<file path="config.mk">
export PLATFORM = sky130hd
export DESIGN_NAME = instr_decode_ctrl_flat
export DESIGN_NICKNAME = d
export VERILOG_FILES = /design/src/rtl/instr_decode_ctrl_if.sv /design/src/rtl/instr_decode_ctrl.sv /design/src/flat_wrapper.sv
export SDC_FILE = /design/constraint.sdc
export NUM_CORES = 1
export LEC_CHECK = 0
export CAP_MARGIN = 0
export CORE_MARGIN = 2
export CORE_UTILIZATION = 36
export CTS_BUF_LIST = sky130_fd_sc_hd__clkbuf_4
export DETAILED_ROUTE_END_ITERATION = 10
export PLACE_DENSITY = 0.67
export SETUP_SLACK_MARGIN = 0.15
export SYNTH_ARGS = -nofsm -noshare
export SYNTH_HDL_FRONTEND = slang
export SYNTH_SLANG_ARGS = --single-unit
</file>
<file path="constraint.sdc">
create_clock -name Clk -period 2.6 [get_ports Clk]
set_input_delay 0.39 -clock Clk [delete_from_list [all_inputs] [get_ports Clk]]
set_output_delay 0.39 -clock Clk [all_outputs]
set_load 0.02 [all_outputs]
</file>
<file path="src/rtl/instr_decode_ctrl_if.sv">
// Fetch handshake and data-memory strobe bus between the decode controller
// (master) and the instruction/data memory side (slave).
interface instr_decode_ctrl_if;
  logic       inst_valid;
  logic [7:0] inst_data;
  logic       inst_ready;
  logic [7:0] pc;
  logic       mem_read;
  logic       mem_write;
  logic       dmem_done;

  modport master (
    input  inst_valid, inst_data, dmem_done,
    output inst_ready, pc, mem_read, mem_write
  );

  modport slave (
    output inst_valid, inst_data, dmem_done,
    input  inst_ready, pc, mem_read, mem_write
  );
endinterface

</file>
<file path="src/rtl/instr_decode_ctrl.sv">
// Multi-cycle fetch/decode/control FSM for the 8-bit, 4-register datapath.
// IR[7:6]=op, [5:4]=rs, [3:2]=rt, [1:0]=rd/imm; ops add, lw, sw, j.
//
// state    | meaning
// ---------+-----------------------------------------------------------
// S_IDLE   | stopped at an instruction boundary, waiting for run
// S_FETCH  | inst_ready high, waiting for inst_valid
// S_DECODE | fields visible from IR, signext settles (1 cycle)
// S_EXEC   | ALU op, memory strobe until dmem_done, or jump resolution
// S_WB     | single reg_write cycle
// S_HALT   | jump-to-self or memory timeout; only Clear leaves
module instr_decode_ctrl #(
  parameter logic [7:0]  RESET_PC = 8'h00,
  parameter int unsigned MAX_WAIT = 15
) (
  input  logic                       Clk,
  input  logic                       Clear,
  input  logic                       run,
  instr_decode_ctrl_if.master        bus,
  output logic [1:0]                 rs,
  output logic [1:0]                 rt,
  output logic [1:0]                 rd,
  output logic [1:0]                 imm,
  output logic                       alu_src,
  output logic                       mem_to_reg,
  output logic                       reg_write,
  output logic [7:0]                 instr_count,
  output logic                       halted,
  output logic                       mem_err
);

  typedef enum logic [2:0] {
    S_IDLE,
    S_FETCH,
    S_DECODE,
    S_EXEC,
    S_WB,
    S_HALT
  } state_t;

  localparam logic [1:0] OP_ADD = 2'b00;
  localparam logic [1:0] OP_LW  = 2'b01;
  localparam logic [1:0] OP_SW  = 2'b10;
  localparam logic [1:0] OP_J   = 2'b11;

  // Timeout fires on the EXEC cycle that would bring the count to MAX_WAIT.
  localparam logic [7:0] WAIT_LAST = 8'(MAX_WAIT - 1);

  state_t     state;
  logic [7:0] ir;
  logic [7:0] pc_q;
  logic [7:0] wait_cnt;
  logic       inst_ready_q;
  logic       mem_read_q;
  logic       mem_write_q;

  logic [1:0] op;
  logic [7:0] jmp_target;
  logic [7:0] pc_prev;

  assign op         = ir[7:6];
  assign jmp_target = {pc_q[7:6], ir[5:0]};
  assign pc_prev    = pc_q - 8'd1;

  // Fields come straight from the IR register, so they change only on an
  // accepted fetch and are already valid in DECODE.
  assign rs  = ir[5:4];
  assign rt  = ir[3:2];
  assign rd  = ir[1:0];
  assign imm = ir[1:0];

  assign bus.inst_ready = inst_ready_q;
  assign bus.pc         = pc_q;
  assign bus.mem_read   = mem_read_q;
  assign bus.mem_write  = mem_write_q;

  always_ff @(posedge Clk) begin
    if (Clear) begin
      state        <= S_IDLE;
      ir           <= 8'h00;
      pc_q         <= RESET_PC;
      wait_cnt     <= 8'h00;
      inst_ready_q <= 1'b0;
      mem_read_q   <= 1'b0;
      mem_write_q  <= 1'b0;
      alu_src      <= 1'b0;
      mem_to_reg   <= 1'b0;
      reg_write    <= 1'b0;
      instr_count  <= 8'h00;
      halted       <= 1'b0;
      mem_err      <= 1'b0;
    end else begin
      case (state)
        S_IDLE: begin
          if (run) begin
            state        <= S_FETCH;
            inst_ready_q <= 1'b1;
          end
        end

        S_FETCH: begin
          if (bus.inst_valid) begin
            ir           <= bus.inst_data;
            pc_q         <= pc_q + 8'd1;
            inst_ready_q <= 1'b0;
            state        <= S_DECODE;
          end
        end

        S_DECODE: begin
          state       <= S_EXEC;
          wait_cnt    <= 8'h00;
          alu_src     <= (op == OP_LW) || (op == OP_SW);
          mem_read_q  <= (op == OP_LW);
          mem_write_q <= (op == OP_SW);
        end

        S_EXEC: begin
          case (op)
            OP_ADD: begin
              state      <= S_WB;
              reg_write  <= 1'b1;
              mem_to_reg <= 1'b0;
            end

            OP_LW, OP_SW: begin
              if (bus.dmem_done) begin
                mem_read_q  <= 1'b0;
                mem_write_q <= 1'b0;
                if (op == OP_LW) begin
                  state      <= S_WB;
                  reg_write  <= 1'b1;
                  mem_to_reg <= 1'b1;
                end else begin
                  instr_count  <= instr_count + 8'd1;
                  alu_src      <= 1'b0;
                  state        <= run ? S_FETCH : S_IDLE;
                  inst_ready_q <= run;
                end
              end else begin
                wait_cnt <= wait_cnt + 8'd1;
                if (wait_cnt == WAIT_LAST) begin
                  mem_read_q  <= 1'b0;
                  mem_write_q <= 1'b0;
                  mem_err     <= 1'b1;
                  halted      <= 1'b1;
                  state       <= S_HALT;
                end
              end
            end

            OP_J: begin
              instr_count <= instr_count + 8'd1;
              // pc already points past the jump, so pc-1 is the jump itself.
              if (jmp_target == pc_prev) begin
                halted <= 1'b1;
                state  <= S_HALT;
              end else begin
                pc_q         <= jmp_target;
                state        <= run ? S_FETCH : S_IDLE;
                inst_ready_q <= run;
              end
            end

            default: state <= S_HALT;
          endcase
        end

        S_WB: begin
          reg_write    <= 1'b0;
          mem_to_reg   <= 1'b0;
          alu_src      <= 1'b0;
          instr_count  <= instr_count + 8'd1;
          state        <= run ? S_FETCH : S_IDLE;
          inst_ready_q <= run;
        end

        S_HALT: begin
          halted       <= 1'b1;
          inst_ready_q <= 1'b0;
        end

        default: state <= S_IDLE;
      endcase
    end
  end

endmodule

</file>
<file path="src/flat_wrapper.sv">
// flat-port wrapper written by rule: the top's interface ports become plain ports
module instr_decode_ctrl_flat 
#(
  parameter logic [7:0]  RESET_PC = 8'h00,
  parameter int unsigned MAX_WAIT = 15
)
  (Clk, Clear, run, rs, rt, rd, imm, alu_src, mem_to_reg, reg_write, instr_count, halted, mem_err, bus_inst_valid, bus_inst_data, bus_dmem_done, bus_inst_ready, bus_pc, bus_mem_read, bus_mem_write);
  instr_decode_ctrl_if bus_i ();
  input  logic Clk;
  input  logic Clear;
  input  logic run;
  output logic [1:0] rs;
  output logic [1:0] rt;
  output logic [1:0] rd;
  output logic [1:0] imm;
  output logic alu_src;
  output logic mem_to_reg;
  output logic reg_write;
  output logic [7:0] instr_count;
  output logic halted;
  output logic mem_err;
  input wire logic [$bits(bus_i.inst_valid)-1:0] bus_inst_valid;
  input wire logic [$bits(bus_i.inst_data)-1:0] bus_inst_data;
  input wire logic [$bits(bus_i.dmem_done)-1:0] bus_dmem_done;
  output wire logic [$bits(bus_i.inst_ready)-1:0] bus_inst_ready;
  output wire logic [$bits(bus_i.pc)-1:0] bus_pc;
  output wire logic [$bits(bus_i.mem_read)-1:0] bus_mem_read;
  output wire logic [$bits(bus_i.mem_write)-1:0] bus_mem_write;
  assign bus_i.inst_valid = bus_inst_valid;
  assign bus_i.inst_data = bus_inst_data;
  assign bus_i.dmem_done = bus_dmem_done;
  assign bus_inst_ready = bus_i.inst_ready;
  assign bus_pc = bus_i.pc;
  assign bus_mem_read = bus_i.mem_read;
  assign bus_mem_write = bus_i.mem_write;
  instr_decode_ctrl #(.RESET_PC(RESET_PC), .MAX_WAIT(MAX_WAIT)) u_core (.Clk(Clk), .Clear(Clear), .run(run), .bus(bus_i), .rs(rs), .rt(rt), .rd(rd), .imm(imm), .alu_src(alu_src), .mem_to_reg(mem_to_reg), .reg_write(reg_write), .instr_count(instr_count), .halted(halted), .mem_err(mem_err));
endmodule
</file>
; Word-level counts from Yosys, hierarchy flattened
; Index checks and enable logic that the tools add are counted.
[word_totals]
register_bits = 43
out_inout_bits = 32
[classes]
addsub = 4
n_reduce_logical = 22
n_eq_ne = 29
bitwise = 3
n_mux = 47
[op_table]
columns = op, n
row1 = $pmux 8 s2, 4
row2 = $mux 8, 6
row3 = $add 8x1->8 const B, 3
row4 = $reduce_and 4->1, 6
row5 = $mux 3, 6
row6 = $pmux 1 s2, 9
row7 = $pmux 3 s6, 1
row8 = $mux 1, 17
row9 = $ne 3x2->1 const B, 5
row10 = $ne 3x3->1 const B, 5
row11 = $ne 2x2->1 const B, 7
row12 = $pmux 3 s3, 1
row13 = $reduce_and 3->1, 3
row14 = $eq 8x4->1 const B, 1
row15 = $eq 8x8->1, 1
row16 = $reduce_bool 2->1, 4
row17 = $sub 8x1->8 const B, 1
row18 = $reduce_and 7->1, 1
row19 = $eq 3x2->1 const B, 2
row20 = $eq 3x3->1 const B, 2
row21 = $mux 6, 1
row22 = $pmux 1 s5, 1
row23 = $reduce_and 5->1, 1
row24 = $reduce_bool 5->1, 1
row25 = other kinds (13), 16

; Logic depth before layout (Yosys ltp)
; Gate-level depths: netlist of run 1.
[depth]
depth_word = 5
mapped_depth = 9
ltp_nobuf = 8

; Worst setup path before layout of run 1
; No wires, ideal clock.
[synth_timing]
path_type = register to register
start = reg u_core.pc_q[0] (netlist: u_core.bus.pc[0])
end = reg u_core.pc_q[1] (netlist: u_core.bus.pc[1])
required_time_ns = 2.512
stages_incl_launch_ff = 10
arrival_time_ns = 2.044
period_less_slack_ns = 2.132
path_buffers = 1
path_slack_ns = 0.468
cell_sequence = dfxtp_1 -> buf_6 -> inv_1 -> ha_1 -> o311a_1 -> or3_4 -> a41oi_2 -> a211oi_2 -> and2_1 -> a311oi_2
[synth_via]
elab_chain_len = 4
word_cells_on_any_way = 7
[synth_lines]
columns = item, line
row1 = "start, declared", instr_decode_ctrl.sv:51  ; logic [7:0] pc_q;
row2 = "start signal, assigned", instr_decode_ctrl.sv:104  ; pc_q <= pc_q + 8'd1;
row3 = "start signal, assigned", instr_decode_ctrl.sv:159  ; pc_q <= jmp_target;
row4 = $sub 8x1->8, instr_decode_ctrl.sv:63  ; assign pc_prev = pc_q - 8'd1;
row5 = $eq 8x8->1, instr_decode_ctrl.sv:155  ; if (jmp_target == pc_prev) begin
row6 = $ne 2x2->1 (no line), -
row7 = $reduce_and 4->1 (no line), -
; Parallel ways exist; a longest one is shown, timed or not. The select of a mux whose other input is x is not followed.
; A chain may end at the register's enable or synchronous reset.

; Worst setup path after layout of run 1
[layout_timing]
start = reg u_core.ir[7]
end = reg u_core.state[0]
[layout_via]
elab_chain_len = 5
word_cells_on_any_way = 11
[layout_lines]
columns = item, line
row1 = "start, declared", instr_decode_ctrl.sv:50  ; logic [7:0] ir;
row2 = "start signal, assigned", instr_decode_ctrl.sv:103  ; ir <= bus.inst_data;
row3 = $eq 2x1->1, "instr_decode_ctrl.sv:119, instr_decode_ctrl.sv:130"
row4 = $mux 3, instr_decode_ctrl.sv:130  ; if (op == OP_LW) begin
row5 = $mux 3, instr_decode_ctrl.sv:127  ; if (bus.dmem_done) begin
row6 = $pmux 3 s3, instr_decode_ctrl.sv:119  ; case (op)
row7 = $pmux 3 s6, instr_decode_ctrl.sv:93  ; case (state)
row8 = "end signal, assigned", instr_decode_ctrl.sv:137  ; state <= run ? S_FETCH : S_IDLE;
row9 = "end signal, assigned", instr_decode_ctrl.sv:160  ; state <= run ? S_FETCH : S_IDLE;
row10 = "end signal, assigned", instr_decode_ctrl.sv:174  ; state <= run ? S_FETCH : S_IDLE;
row11 = "end, declared", instr_decode_ctrl.sv:49  ; state_t state;
; Parallel ways exist; a longest one is shown, timed or not.

==> out/metrics.cfg, run 1 <==
[floorplanning]
rows=30
fp.dieH_um=88.2
floorplan.die_area_mm2=0.00778
start_util_pct=37.4
die_w_um=88.2
core_mm2=0.00683
io_pins=45

[worst_setup_path]
rrSetupSlack_ns=0.35
cp-start-kind=flop
worstPathArrival_ns=2.54
crit_required_ns=2.90
r2r_end=u_core.state[0]
critical_path.startpoint=u_core.ir[7]
critPathCaptureType=flop
critPathMaxFanout=10
crit_path_end=u_core.state[0]
path_class=flop to flop
worstReg2RegStart=u_core.ir[7]
reg2reg_depth=7

[finish]
drive_gt1_share_pct=9.46
syn_to_final_growth_pct=20.5
final_nets=370
fin_util_pct=45.0
stdcell_count=445
fillerInstances=709
diodes=0

[power]
cellLeakagePower_nw=1.11
switchingPower_mw=0.392
p_comb_share_pct=17.5
clkPwrFrac_pct=28.1
power_density_mw_per_mm2=418
pwr-share-seq_pct=54.4
p_int_mw=0.895
peakVddDrop_mv=0.174
swShare_pct=30.5

[place]
gp_congestion=0.832
port_buffers=44
place_inst=437
dp_hpwl_mm=4.48
dp_slack_ns=0.364

[clock_network]
worstSkewPairLatency_ns=0.36
post_cts_buffers=0
ctsHtreeMaxLevel=2
clk_pin_slew_ns=0.15
cts.path.max_buffers=2
clock-sinks=43
cts_buffers=5
tritoncts=built
cts_root_buffer=clkbuf_4

[timing]
finalClockSkew_ns=0.0131
rsz0062_at_grt=no
fin_hold_ws_ns=0.492
hold_violations=0
relSlewSlack_pct=70.3
post-route-period-util_pct=86.5
finalSetupTns_ns=0
min_period_ns=2.25
finalSetupViolCount=0
fmax_mhz=445
fin_ws_ns=0.351
max_slew.worst_pin.slew_ns=0.445
maxSlewViolCount=0

[global_routing]
grt_max_degree=23
grt_pass1_wl_mm=10.4
antenna_found_initial=0
grt_overflow=0
grt_use_total_pct=16.6
grt_pass1_vias=2175

[synth]
yosys-top-cells-area=dfxtp_1 34%, nor2_1 5.4%, a21oi_1 5.3%
synth_area_per_cell_um2=8.23
synth_top_cells_by_count=43 x dfxtp_1, 37 x nor2_1, 33 x nand2_1
synth_top_area_cell=dfxtp_1
synth.distinct_cells=59
synth_fp_nets=332
ys_seq_area_share_pct=33.7
ys_ff_latch=43
yosysTopAreaCellShare_pct=33.7
ys_async_sr_fraction_pct=0
synth_warnings=0
syn_area_mm2=0.00255
synth.most_common_cell=dfxtp_1
netlist_instances=310
synth-edff-count=0
synth_ff_type=dfxtp_1

[route]
vias=2270
drt_iter0_drc=131
viasPerCell=5.10
ant_nets=0
dr.pass1.iters=4
wl_per_cell_um=13.6
drc=0
drt-total-wl_mm=6.07

[status]
outcome=finished clean

[job]
cap_violations=0

[worst_hold_path]
min_path_type=flop to flop

[cell families after synthesis]
kind of cell / count (synthesis) / share of synthesized area [%]
AOI/OAI and AO/OA: 73 / 19.4
xor gates and xnor gates: 22 / 7.55
adders and majority gates: 9 / 4.41
buffers and inverters: 34 / 8.58
DFF: 43 / 33.7
muxes: 3 / 1.18
and+or+nand+nor: 126 / 25.1
[power groups by stage]
stage          sequential (mW)  combinational (mW)  clock, mW
3_5_place_dp             0.715               0.224          0
2_1_floorplan            0.715               0.149          0
6_report                 0.701               0.225      0.361
4_1_cts                  0.701               0.225      0.378
5_1_grt                  0.705               0.249      0.404
3_3_place_gp             0.715               0.221          0
[layout make-up]
type,instances,area [um^2],area share [%]
Multi-Input combinational cell,233,1480,47.9
Sequential cell,43,861,28.0
Timing Repair Buffer,54,515,16.8
Tap cell,96,120,3.90
Inverter,11,41.3,1.34
Clock buffer,5,37.5,1.22
Clock inverter,3,26.3,0.854
[placed cells by master, fill, tap and decap left out, types with 4 or more instances in the layout]
cell / count
nor2b_1: 4
xnor2_1: 7
nand2_1: 33
buf_4: 10
dfxtp_1: 43
a211oi_1: 5
a31oi_1: 4
and2_1: 4
ha_1: 8
clkdlybuf4s50_1: 44
nand2b_1: 4
inv_1: 10
nand3_1: 7
nor2_1: 37
xor2_1: 15
nand4_1: 8
clkbuf_4: 5
a21oi_1: 27
o21ai_0: 13
[worst min-delay path by stage]
stage                                startpoint                    end  slack, ns  cells after the start
after floorplan                    u_core.ir[7]           u_core.ir[7]       0.47                      2
after global placement            u_core.halted          u_core.halted       0.47                      2
after detailed placement         u_core.mem_err         u_core.mem_err       0.46                      2
after CTS                 u_core.bus.inst_ready  u_core.bus.inst_ready       0.50                      2
after global routing             u_core.mem_err         u_core.mem_err       0.53                      2
final                     u_core.bus.inst_ready  u_core.bus.inst_ready       0.49                      2
[through the flow]
step / instance area, um^2 / power [mW]
floorplan: 2550 / 0.864
global placement: 3010 / 0.936
finish: 3080 / 1.29
detailed placement: 3010 / 0.939
global route: 3080 / 1.36
CTS: 3070 / 1.30
[routing by layer]
layer / track usage (%) / up-vias / wire (um)
met5: 0 / - / 0
met3: 2.83 / 4 / 238
li1: - / 1161 / -
met1: 22.9 / 1041 / 2920
met4: 5.65 / 0 / 53
met2: 26.4 / 64 / 2860
[critical path, stage by stage, from the launching register on]
cell and delay (ns):
dfxtp_1 0.42, inv_1 0.09, ha_2 0.42, or2b_2 0.36, or3_1 0.43, a21oi_1 0.17, o221ai_1 0.15, a21oi_1 0.14
[what timing repair did]
action / 4_1_cts / 5_1_grt
resized for setup: 0 / 1
hold buffers: 0 / 0
endpoints found under the hold margin: 0 / 0
setup endpoints to repair: 0 / 1
Power figures use the tool's default switching activity.
==> run 2, diff against run 1 <==
--- a/config.mk
+++ b/config.mk
@@ -10,7 +10,6 @@
 export CORE_UTILIZATION = 36
 export CTS_BUF_LIST = sky130_fd_sc_hd__clkbuf_4
 export DETAILED_ROUTE_END_ITERATION = 10
-export PLACE_DENSITY = 0.67
 export SETUP_SLACK_MARGIN = 0.15
 export SYNTH_ARGS = -nofsm -noshare
 export SYNTH_HDL_FRONTEND = slang
==> run 2 against run 1 <==
Clock skew fell by 0.0082 ns. Die area did not move. Combinational power barely moved. Clock-buffer cell count rose by 1. Sequential power barely moved. Design area fell by 0.45%. Register-to-register slack improved by 0.03 ns. Sequential share of layout area rose by 0.13 points. Core utilization fell by 0.20 points. First-iteration DRC count fell by 22%. Fmax rose by 1.4%. Largest power group unchanged. Highest routed layer unchanged.
==> out/metrics.cfg, run 2 (same netlist as run 1, synthesis figures left out) <==
[finish]
stdcell_count=445  ; unchanged
seq_area_um2=861  ; unchanged
layout_commonest_cell=clkdlybuf4s50_1  ; unchanged
final_nets=370  ; unchanged
fillerInstances=705  ; was 709
drive_gt1_share_pct=8.60  ; was 9.46%
most-common-layout-cells=44 x clkdlybuf4s50_1, 43 x dfxtp_1, 37 x nor2_1  ; unchanged
diodes=0  ; unchanged
syn_to_final_growth_pct=20.0  ; was 20.5%
multi_input_area_mm2=0.00147  ; was 0.00148 mm^2

[global_routing]
grt_pass1_wl_mm=10.1  ; was 10.4 mm
antenna_found_initial=0  ; unchanged
grt_overflow=0  ; unchanged
grt_use_total_pct=16.5  ; was 16.6%
grt_pass1_vias=2145  ; was 2,175
grt_max_degree=21  ; was 23

[worst_setup_path]
path_class=flop to flop  ; unchanged
cp-start-kind=flop  ; unchanged
slowest_stage=ha_1  ; was or3_1
worstPathArrival_ns=2.46  ; was 2.54 ns
worstPathCellList=inv_1 -> ha_1 -> and3b_1 -> o21ai_0 -> o31ai_2 -> buf_4 -> nand4_1 -> xor2_1 -> nor2_1  ; was inv_1 -> ha_2 -> or2b_2 -> or3_1 -> a21oi_1 -> o221ai_1 -> a21oi_1
cpPeakStageDelay_ns=0.43  ; about the same
critPathMaxFanout=10  ; unchanged
critPathCaptureType=flop  ; unchanged
crit_required_ns=2.84  ; was 2.90 ns
path_buf_inv=2  ; was 1
cpLargestDelayFamily=compound AO/OA/AOI/OAI gates  ; was simple AND/OR/NAND/NOR gates

[timing]
max_slew.worst_pin.slew_ns=0.510  ; was 0.445 ns
hold_violations=0  ; unchanged
relSlewSlack_pct=66.0  ; was 70.3%
fmax_mhz=451  ; was 445 MHz
finalSetupViolCount=0  ; unchanged
finalSetupTns_ns=0  ; unchanged
post-route-period-util_pct=85.3  ; was 86.5%
finalClockSkew_ns=0.00488  ; was 0.0131 ns
min_period_ns=2.22  ; was 2.25 ns
rsz0062_at_grt=no  ; unchanged
maxSlewViolCount=0  ; unchanged

[floorplanning]
rows=30  ; unchanged
start_util_pct=37.4  ; unchanged
fp.dieH_um=88.2  ; unchanged
die_w_um=88.2  ; unchanged
floorplan.die_area_mm2=0.00778  ; unchanged
core_mm2=0.00683  ; unchanged
io_pins=45  ; unchanged

[route]
drc=0  ; unchanged
dr.pass1.iters=4  ; unchanged
drt_iter0_drc=102  ; was 131
drt-total-wl_mm=6.08  ; was 6.07 mm
ant_nets=0  ; unchanged
wl_per_cell_um=13.7  ; was 13.6 um
viasPerCell=5.18  ; was 5.10
vias=2303  ; was 2,270

[place]
gp_congestion=0.853  ; was 0.832
dp_hpwl_mm=4.47  ; was 4.48 mm
place_inst=437  ; unchanged
port_buffers=44  ; unchanged

[clock_network]
cts.path.max_buffers=2  ; unchanged
cts_buffers=5  ; unchanged
clock-sinks=43  ; unchanged
post_cts_buffers=0  ; unchanged
ctsResizeCount=0  ; unchanged
cts_root_buffer=clkbuf_4  ; unchanged
clk_pin_slew_ns=0.13  ; was 0.15 ns
worstSkewPairLatency_ns=0.34  ; was 0.36 ns
cts_hold_buf=0  ; unchanged
ctsHtreeMaxLevel=2  ; unchanged
tritoncts=built  ; unchanged

[power]
p_int_mw=0.893  ; was 0.895 mW
p_comb_share_pct=18.2  ; was 17.5%
pwr-share-seq_pct=56.0  ; was 54.4%
peakVddDrop_mv=0.223  ; was 0.174 mV
switchingPower_mw=0.355  ; was 0.392 mW
clkPwrFrac_pct=25.8  ; was 28.1%
power_density_mw_per_mm2=407  ; was 418 mW/mm^2
cellLeakagePower_nw=1.11  ; about the same
swShare_pct=28.4  ; was 30.5%

[worst_hold_path]
min_path_type=flop to flop  ; unchanged

[status]
outcome=finished clean  ; unchanged

[job]
cap_violations=0  ; unchanged

## run 2: cell count changes in the layout (fill, tap and decap cells not counted)
| cell | change |
|---|---|
| clkbuf_4 | +1 |
| clkinv_4 | -1 |
| inv_6 | -2 |
| ha_2 | -1 |
| ha_1 | +1 |
| clkinv_1 | +2 |
## run 2: tightest hold or removal path: stages (launching register included)
cell     delay (ns)
dfxtp_1        0.35
a31oi_1        0.04
nor2_1         0.07
## run 2: power by group through the flow
stage / Combinational (mW) / Clock [mW] / Sequential (mW)
5_1_grt: 0.250 / 0.360 / 0.703
6_report: 0.228 / 0.322 / 0.698
4_1_cts: 0.228 / 0.337 / 0.699
3_5_place_dp: 0.226 / 0 / 0.713
2_1_floorplan: 0.149 / 0 / 0.715
3_3_place_gp: 0.227 / 0 / 0.713
## run 2: path summary, 6_finish.rpt
check / endpoint / start / slack, ns / cells past startpoint
setup reg to reg: u_core.instr_count[4] / u_core.ir[7] / 0.38 / 9
hold / removal: u_core.halted / u_core.halted / 0.49 / 2
hold reg to reg: u_core.halted / u_core.halted / 0.49 / 2
setup / recovery: u_core.instr_count[4] / u_core.ir[7] / 0.38 / 9
## run 2: final cells by class
type,count,share of cell area (%)
clock inverters,2,0.245
multi-input cells,233,48.1
flip-flops and latches,43,28.1
repair buffers,54,16.8
well taps,96,3.92
inverters,11,1.35
clock buffers,6,1.47
## run 2: routing by layer
| layer | vias to the layer above | track usage (%) | wire [um] |
|---|---|---|---|
| met2 | 51 | 26.9 | 2960 |
| met3 | 4 | 2.92 | 235 |
| li1 | 1147 | - | - |
| met1 | 1101 | 22.5 | 2840 |
| met5 | - | 0 | 0 |
| met4 | 0 | 4.55 | 51 |
## run 2: metrics by stage
stage               total power, mW  utilization, %  setup slack, ns  hold slack [ns]  area (um^2)
floorplan                     0.864               -            0.468            0.467         2550
global placement              0.940            44.1            0.309            0.456         3010
detailed placement            0.940            44.1            0.320            0.464         3010
CTS                            1.26            44.8            0.379            0.501         3060
global route                   1.31            44.8            0.162            0.516         3060
finish                         1.25            44.8            0.383            0.487         3060
==> run 3, diff against run 2 <==
--- a/config.mk
+++ b/config.mk
@@ -10,6 +10,7 @@
 export CORE_UTILIZATION = 36
 export CTS_BUF_LIST = sky130_fd_sc_hd__clkbuf_4
 export DETAILED_ROUTE_END_ITERATION = 10
+export REMOVE_ABC_BUFFERS = 1
 export SETUP_SLACK_MARGIN = 0.15
 export SYNTH_ARGS = -nofsm -noshare
 export SYNTH_HDL_FRONTEND = slang
==> run 3 against run 2 <==
Sequential share of layout area fell by 0.16 points. Largest power group unchanged. Cell count is 0.45% lower. Clock power rose by 30%. Global-route usage is 0.13 points higher. Hold slack improved by 0.0012 ns. Clock-buffer cell count unchanged. Design area up 0.57%.
==> out/metrics.cfg, run 3 (same netlist as run 1, synthesis figures left out) <==
[clock_network]
ctsHtreeMaxLevel=2  ; unchanged
worstSkewPairLatency_ns=0.35  ; was 0.34 ns
cts.path.max_buffers=2  ; unchanged
cts_root_buffer=clkbuf_4  ; unchanged
clk_pin_slew_ns=0.12  ; was 0.13 ns
tritoncts=built  ; unchanged
cts_buffers=5  ; unchanged
cts_hold_buf=0  ; unchanged
clock-sinks=43  ; unchanged

[timing]
fin_ws_ns=0.405  ; was 0.383 ns
post-route-period-util_pct=84.4  ; was 85.3%
fmax_mhz=456  ; was 451 MHz
finalSetupViolCount=0  ; unchanged
maxSlewViolCount=0  ; unchanged
hold_violations=0  ; unchanged
min_period_ns=2.19  ; was 2.22 ns
rsz0062_at_grt=no  ; unchanged
max_slew.worst_pin.slew_ns=0.516  ; was 0.510 ns
finalSetupTns_ns=0  ; unchanged
relSlewSlack_pct=65.6  ; was 66.0%
finalClockSkew_ns=0.0198  ; was 0.00488 ns

[status]
outcome=finished clean  ; unchanged

[floorplanning]
core_mm2=0.00683  ; unchanged
io_pins=45  ; unchanged
start_util_pct=37.4  ; unchanged
fp.dieH_um=88.2  ; unchanged
die_w_um=88.2  ; unchanged
rows=30  ; unchanged
floorplan.die_area_mm2=0.00778  ; unchanged

[place]
place_inst=436  ; was 437
dp_hpwl_mm=4.46  ; was 4.47 mm
dp_slack_ns=0.304  ; was 0.320 ns
port_buffers=44  ; unchanged
gp_congestion=0.905  ; was 0.853

[worst_setup_path]
worstPathArrival_ns=2.47  ; was 2.46 ns
cpPeakStageDelay_ns=0.52  ; was 0.43 ns
rrSetupSlack_ns=0.41  ; was 0.38 ns
critPathCaptureType=flop  ; unchanged
worstPathCellList=inv_1 -> ha_1 -> o311a_1 -> or3_4 -> a41oi_2 -> a211oi_2 -> and2_1 -> a311oi_2  ; was inv_1 -> ha_1 -> and3b_1 -> o21ai_0 -> o31ai_2 -> buf_4 -> nand4_1 -> xor2_1 -> nor2_1
cpLargestDelayFamily=compound AO/OA/AOI/OAI gates  ; unchanged
path_buf_inv=1  ; was 2
cp-start-kind=flop  ; unchanged
critPathMaxFanout=10  ; unchanged
crit_required_ns=2.87  ; was 2.84 ns
path_class=flop to flop  ; unchanged
slowest_stage=dfxtp_1  ; was ha_1

[finish]
final_nets=369  ; was 370
fillerInstances=701  ; was 705
layout_commonest_cell=clkdlybuf4s50_1  ; unchanged
most-common-layout-cells=44 x clkdlybuf4s50_1, 43 x dfxtp_1, 37 x nor2_1  ; unchanged
stdcell_count=443  ; was 445
drive_gt1_share_pct=8.93  ; was 8.60%
diodes=0  ; unchanged
syn_to_final_growth_pct=20.7  ; was 20.0%

[route]
vias=2253  ; was 2,303
dr.pass1.iters=4  ; unchanged
drt-total-wl_mm=6.02  ; was 6.08 mm
drt_iter0_drc=180  ; was 102
viasPerCell=5.09  ; was 5.18
drc=0  ; unchanged
wl_per_cell_um=13.6  ; was 13.7 um
ant_nets=0  ; unchanged

[worst_hold_path]
min_path_type=flop to flop  ; unchanged

[power]
pwr-share-seq_pct=52.3  ; was 56.0%
cellLeakagePower_nw=1.11  ; about the same
clkPwrFrac_pct=31.2  ; was 25.8%
p_int_mw=0.987  ; was 0.893 mW
p_comb_share_pct=16.5  ; was 18.2%
swShare_pct=26.5  ; was 28.4%
peakVddDrop_mv=0.216  ; was 0.223 mV
switchingPower_mw=0.356  ; was 0.355 mW
power_density_mw_per_mm2=436  ; was 407 mW/mm^2

[global_routing]
grt_max_degree=24  ; was 21
antenna_found_initial=0  ; unchanged
grt_overflow=0  ; unchanged
grt_pass1_vias=2163  ; was 2,145
grt_pass1_wl_mm=10.3  ; was 10.1 mm
grt_use_total_pct=16.6  ; was 16.5%

[job]
cap_violations=0  ; unchanged

==> run 3: cell count changes in the layout (fill, tap and decap cells not counted) <==
cell	delta
clkinv_1	-2
buf_4	-1
bufinv_16	+1
ha_1	-1
ha_2	+1
==> run 3: area by class of cell <==
| class | instances | area (um^2) | share of cell area, % |
|---|---|---|---|
| multi-input cells | 233 | 1480 | 47.9 |
| flip-flops and latches | 43 | 861 | 27.9 |
| repair buffers | 53 | 508 | 16.5 |
| well taps | 96 | 120 | 3.90 |
| clock buffers | 6 | 45.0 | 1.46 |
| inverters | 11 | 41.3 | 1.34 |
| clock inverters | 1 | 30.0 | 0.975 |
==> run 3: per-layer routing <==
layer	global-route usage, %	wire length, um
met1	22.6	2960
met2	26.1	2660
met3	3.68	307
met4	5.51	96
met5	0	0
==> run 3: worst register-to-register path, cell delays in order, from the launching register on <==
cell,delay (ns)
dfxtp_1,0.52
inv_1,0.08
ha_1,0.26
o311a_1,0.13
or3_4,0.38
a41oi_2,0.24
a211oi_2,0.09
and2_1,0.21
a311oi_2,0.22
==> run 3: stage by stage <==
| step | utilization, % | hold WS [ns] | cell area, um^2 | power [mW] |
|---|---|---|---|---|
| after global placement | 44.0 | 0.465 | 3000 | 0.936 |
| after detailed placement | 44.0 | 0.468 | 3000 | 0.937 |
| final | 45.1 | 0.489 | 3080 | 1.34 |
| after CTS | 45.1 | 0.493 | 3080 | 1.36 |
| after floorplan | - | 0.458 | 2370 | 0.839 |
| after global routing | 45.1 | 0.532 | 3080 | 1.41 |
==> run 3: power groups by stage <==
| stage | sequential, mW | clock [mW] | combinational (mW) |
|---|---|---|---|
| after floorplan | 0.729 | 0 | 0.110 |
| after global placement | 0.716 | 0 | 0.219 |
| after detailed placement | 0.717 | 0 | 0.220 |
| after CTS | 0.702 | 0.435 | 0.222 |
| after global routing | 0.707 | 0.459 | 0.245 |
| final | 0.702 | 0.419 | 0.222 |
==> run 3: worst paths after layout <==
kind,from,end,depth (start not counted)
worst max-delay path,u_core.bus.pc[0],u_core.bus.pc[1],8
worst max register to register,u_core.bus.pc[0],u_core.bus.pc[1],8
worst min register to register,u_core.bus.inst_ready,u_core.bus.inst_ready,2
worst min-delay path,u_core.bus.inst_ready,u_core.bus.inst_ready,2
==> run 3: repair_timing <==
item / CTS / global route
resized for setup: 0 / 1
hold endpoints to repair: 0 / 0
endpoints found under the setup margin: 0 / 1
buffers inserted: 0 / 0
